<file path="config.mk">
export PLATFORM = sky130hd
export DESIGN_NAME = call_stack
export DESIGN_NICKNAME = d
export VERILOG_FILES = /design/src/rtl/pampy_pkg.sv /design/src/rtl/call_stack_mem.sv /design/src/rtl/call_stack.sv
export SDC_FILE = /design/constraint.sdc
export NUM_CORES = 1
export LEC_CHECK = 0
export CAP_MARGIN = 20
export CORE_ASPECT_RATIO = 2
export CORE_UTILIZATION = 35
export CTS_CLUSTER_SIZE = 28
export DETAILED_ROUTE_END_ITERATION = 10
export PLACE_DENSITY = 0.51
export SETUP_SLACK_MARGIN = 0.4
export SLEW_MARGIN = 20
export SYNTH_ARGS = -nofsm -noshare
export SYNTH_HDL_FRONTEND = slang
export SYNTH_SLANG_ARGS = --single-unit
export TNS_END_PERCENT = 30
</file>
<file path="constraint.sdc">
create_clock -name clk -period 4.2 [get_ports clk]
set_input_delay 0.84 -clock clk [delete_from_list [all_inputs] [get_ports clk]]
set_output_delay 0.84 -clock clk [all_outputs]
set_load 0.03 [all_outputs]
</file>
<file path="src/rtl/pampy_pkg.sv">
// Shared defaults and FSM encoding for the return-address call stack.
package pampy_pkg;

  localparam int ADDR_WIDTH_DEF = 12;
  localparam int DEPTH_DEF      = 16;

  typedef enum logic {
    RUN = 1'b0,
    ERR = 1'b1
  } state_t;

endpackage

</file>
<file path="src/rtl/call_stack_mem.sv">
// Call-stack storage: one synchronous write port, two asynchronous read ports.
module call_stack_mem
  import pampy_pkg::*;
#(
  parameter int ADDR_WIDTH = ADDR_WIDTH_DEF,
  parameter int DEPTH      = DEPTH_DEF
) (
  input  logic                       clk,
  input  logic                       we,
  input  logic [$clog2(DEPTH)-1:0]   waddr,
  input  logic [ADDR_WIDTH-1:0]      wdata,
  input  logic [$clog2(DEPTH)-1:0]   raddr_top,
  input  logic [$clog2(DEPTH)-1:0]   raddr_below,
  output logic [ADDR_WIDTH-1:0]      rdata_top,
  output logic [ADDR_WIDTH-1:0]      rdata_below
);

  logic [ADDR_WIDTH-1:0] mem [DEPTH];

  // Contents are deliberately not reset; the top register masks stale data.
  always_ff @(posedge clk) begin
    if (we) begin
      mem[waddr] <= wdata;
    end
  end

  assign rdata_top   = mem[raddr_top];
  assign rdata_below = mem[raddr_below];

endmodule

</file>
<file path="src/rtl/call_stack.sv">
// Hardware return-address stack with sticky overflow/underflow and a RUN/ERR FSM.
module call_stack
  import pampy_pkg::*;
#(
  parameter int ADDR_WIDTH = ADDR_WIDTH_DEF,
  parameter int DEPTH      = DEPTH_DEF
) (
  input  logic                      clk,
  input  logic                      reset,
  input  logic                      push,
  input  logic                      pop,
  input  logic                      flush,
  input  logic                      clr_err,
  input  logic [ADDR_WIDTH-1:0]     push_data,
  output logic [ADDR_WIDTH-1:0]     top_out,
  output logic [$clog2(DEPTH):0]    count,
  output logic                      empty,
  output logic                      full,
  output logic                      overflow,
  output logic                      underflow,
  output logic                      err
);

  localparam int IDX_W = $clog2(DEPTH);
  localparam int PTR_W = IDX_W + 1;
  localparam logic [PTR_W-1:0] FULL_CNT = PTR_W'(DEPTH);
  localparam logic [PTR_W-1:0] ONE_CNT  = PTR_W'(1);

  state_t                 state, state_nx;
  logic [PTR_W-1:0]       count_nx;
  logic [ADDR_WIDTH-1:0]  top_nx;
  logic                   ovf_nx, unf_nx;
  logic                   we;
  logic [IDX_W-1:0]       waddr;
  logic [IDX_W-1:0]       idx_top, idx_below;
  logic [ADDR_WIDTH-1:0]  rd_top, rd_below;

  assign idx_top   = count[IDX_W-1:0] - IDX_W'(1);
  assign idx_below = count[IDX_W-1:0] - IDX_W'(2);

  call_stack_mem #(
    .ADDR_WIDTH (ADDR_WIDTH),
    .DEPTH      (DEPTH)
  ) u_mem (
    .clk         (clk),
    .we          (we),
    .waddr       (waddr),
    .wdata       (push_data),
    .raddr_top   (idx_top),
    .raddr_below (idx_below),
    .rdata_top   (rd_top),
    .rdata_below (rd_below)
  );

  assign empty = (count == '0);
  assign full  = (count == FULL_CNT);
  assign err   = (state == ERR);

  always_comb begin
    state_nx = state;
    count_nx = count;
    top_nx   = top_out;
    ovf_nx   = overflow;
    unf_nx   = underflow;
    we       = 1'b0;
    waddr    = count[IDX_W-1:0];

    if (state == RUN && !clr_err && !flush) begin
      // push+pop on an empty stack degenerates to a plain push
      if (push && (!pop || empty)) begin
        if (!full) begin
          we       = 1'b1;
          waddr    = count[IDX_W-1:0];
          count_nx = count + ONE_CNT;
          top_nx   = push_data;
        end else begin
          ovf_nx   = 1'b1;
          state_nx = ERR;
        end
      end else if (push && pop) begin
        we     = 1'b1;
        waddr  = idx_top;
        top_nx = push_data;
      end else if (pop) begin
        if (!empty) begin
          count_nx = count - ONE_CNT;
          top_nx   = (count == ONE_CNT) ? '0 : rd_below;
        end else begin
          unf_nx   = 1'b1;
          state_nx = ERR;
        end
      end
    end

    if (clr_err) begin
      ovf_nx   = 1'b0;
      unf_nx   = 1'b0;
      state_nx = RUN;
      top_nx   = empty ? '0 : rd_top;
    end

    // flush wins over any push/pop and never touches the error state
    if (flush) begin
      count_nx = '0;
      top_nx   = '0;
    end
  end

  always_ff @(posedge clk or posedge reset) begin
    if (reset) begin
      state     <= RUN;
      count     <= '0;
      top_out   <= '0;
      overflow  <= 1'b0;
      underflow <= 1'b0;
    end else begin
      state     <= state_nx;
      count     <= count_nx;
      top_out   <= top_nx;
      overflow  <= ovf_nx;
      underflow <= unf_nx;
    end
  end

endmodule
</file>
==> results.md <==
- CTS tree: yes
- Worst-path cell chain: inv_1, ha_4, or4b_1, inv_6, clkdlybuf4s50_1
- Layout cells sized above 1: 30.47%
- Pwr/cell area: ~530 nW/um^2
- Syn avg cell area: 16.92 um^2
- Worst Hold Depth: 2
- Hold Path End: underflow
- Clock root cell: clkbuf_16
- Hold_sp: underflow
- Synth Instances: 617
- Vias per cell: ~5.9
- DRT Pass-1 Iters: 4
- Core Region: between 20000 and 30000 um^2
- Least-Margin Pin Slew: 944.5 ps
- Status: finished clean
- Most common cell after layout, fill and taps aside: edfxtp_1
- Leak: 4.027 nW
- Post-synth top flop: edfxtp_1
- Cell area after synthesis: approximately 10000 um^2
- Critical Path Max Stage Delay: about 710 ps
- DP HPWL: 21390 um
- Post-CTS Resized: 0
- Fin crit period: 3743 ps
- WP data required: ~3400 ps
- Remaining antenna violation count: 0
- RSZ-0062 raised after global routing: no
- CTS H-tree lvls: 1
- Height of the die: around 250 um
- Initial Util: between 30% and 40%
- Setup bufs post-CTS: 0
- Clk buf depth: 3
- Port-buffer cells: 39
- Arr. time, crit path: 2900 ps
- Setup crit start kind: flop
- Reg2reg setup slack: 1040 ps
- Clk_lat worst skew: roughly 520 ps
- Via Count: 6276
- Post-synthesis sequential area ratio: 60.01%
- Slew margin rel.: 36.96%
- Total gr overflow: 0
- Syn. warnings: 0
- Synthesized net count: 642
- Reg-to-reg critical path endpoint: u_mem.mem[2][7]
- Async set-or-reset flop fraction in the synthesized netlist: 9.434%
- DIE AREA: 30570 um^2
- CTS buffer count: 21
- TNS Setup: 0 ps
- Critical-path top delay cell: or4b_1
- Register-to-Register Path Depth: 9
- Netlist cell types: 54
- Clock transition at path regs: 60 ps
- Clk sinks: 212
- Synth Register Bits: 212
- Area added between synthesis and finish: 17.28%
- Crit path max fanout: 8
- Final setup violating endpoints: 0
- WS Path Type: reg -> out
- Width of the die: 124.1 um
- Max-slew violations: 0
- Ports placed on the boundary: 40
- DR DRC count: 0
- Iter 0 DRT Violations: 425
- First-pass GRT wire length: about 45000 um
- Rows: 89
- Design Power: roughly 6.5 mW
- Nets: 709
- Routed length per instance: 28.56 um
- Most frequent cells in the layout: 192 x edfxtp_1, 96 x mux4_2, 48 x buf_4
- CP endpoint kind: output pin
- Vias in the first global route: 6919
- Filler cells: 2649
- Worst hold path type: reg -> reg
- Peak supply drop: about 340 uV
- Total track usage: between 20% and 30%
- Hold-fix buffers, CTS: 0
- Initial antenna violation count: 0
- RR Startpoint: count[1]
- Largest net degree at the start of global routing: 96
- Number of synthesized flops with an enable pin: 192
- Max_cap viols: 0
- Achievable Freq: 267.1 MHz
- Antenna fix cells: 0
- GP Congestion: 0.8645
- Skew final: between 15 and 20 ps
- Final wirelength: 30360 um
- Final hold violation count: 0
- Final cycle utilization of the critical path: 89.12%
## layout make-up
type	count	area, um^2	share of cell area (%)
Tap cell	364	455.4	3.719
Multi-Input combinational cell	350	3969	32.41
Timing Repair Buffer	88	770.7	6.294
Inverter	11	46.29	0.3781
Sequential cell	212	6271	51.21
Clock inverter	13	162.7	1.328
Clock buffer	25	570.5	4.659
## report_power, final
part | switching, mW | internal [mW] | total [mW]
clock network | 0.829 | 1.17 | 2.00
logic | 1.18 | 0.909 | 2.09
registers | 0.0602 | 2.37 | 2.43
total | 2.07 | 4.45 | 6.51
## logic make-up after synthesis
family                     Yosys count  share of synthesized area, %
buffers and inverters               55                         2.301
and+or+nand+nor                    122                         5.944
xor gates and xnor gates             4                        0.3356
DFF                                212                         60.01
AOI/OAI and AO/OA                   76                         5.333
adders and majority gates            7                        0.8388
muxes                              141                         25.24
## worst max-delay path by stage
stage | startpoint | to | slack [ps] | cells past startpoint
detailed placement | push | u_mem.mem[10][10] | 690 | 7
finish | count[0] | empty | 460 | 5
floorplan | count[0] | u_mem.mem[12][0] | 250 | 11
global route | count[0] | empty | 410 | 5
global placement | push | u_mem.mem[10][11] | 710 | 7
CTS | count[0] | empty | 460 | 5
## sequential cells by signal, summed over array words and instances, names as in the netlist
name	flops
u_mem.mem	192
top_out	12
count	5
err	1
overflow	1
underflow	1
## metal layers
metal	vias to the layer above	wire [um]	GRT usage, %
met2	215	16980	38.85
li1	2684	-	-
met3	76	1084	2.500
met1	3301	10790	22.20
met5	-	0	0
met4	0	1506	10.54
## worst max-delay path: cells and delay by family, from the launching register on
family        cells  cell delay [ps]
simple gates      1              710
flops             1              490
fa+ha+maj         1              150
buf+inv           3             1040
## synth_stat cells (all sizes together) (2+ instances only)
cell       n  area, um^2
a21oi     17       88.84
a311oi    12       105.1
and2      13       81.33
buf       18       96.34
clkbuf    26       97.59
dfrtp     20       500.5
edfxtp   192        5766
ha         7       87.58
inv       11       46.29
mux2      18       202.7
mux2i     27       270.3
mux4      96        2162
nand2     31       116.4
nand2b     7       43.79
nand3      3       15.01
nand4      3       18.77
nor2      23       86.33
nor3      25       125.1
nor3b      3       22.52
o2111ai    2       17.52
o21ai      9       60.06
o22a      12       105.1
o22ai     12       75.07
o31ai      3       22.52
or3        3       18.77
or3b       2       17.52
or4        2       15.01
or4b       2       20.02
xnor2      3       26.28
## per-stage QoR
step	util, %	setup slack [ps]	std cells	cell area [um^2]	hold WS, ps
after floorplan	-	252.9	617	10440	680.2
after global routing	41.65	411.2	1063	12250	553.2
after global placement	39.16	714.1	1025	11510	495.7
after detailed placement	39.16	689.0	1025	11510	500.3
final	41.65	456.8	1063	12250	514.2
after CTS	41.65	459.1	1063	12250	515.2
Power figures use the tool's default switching activity.
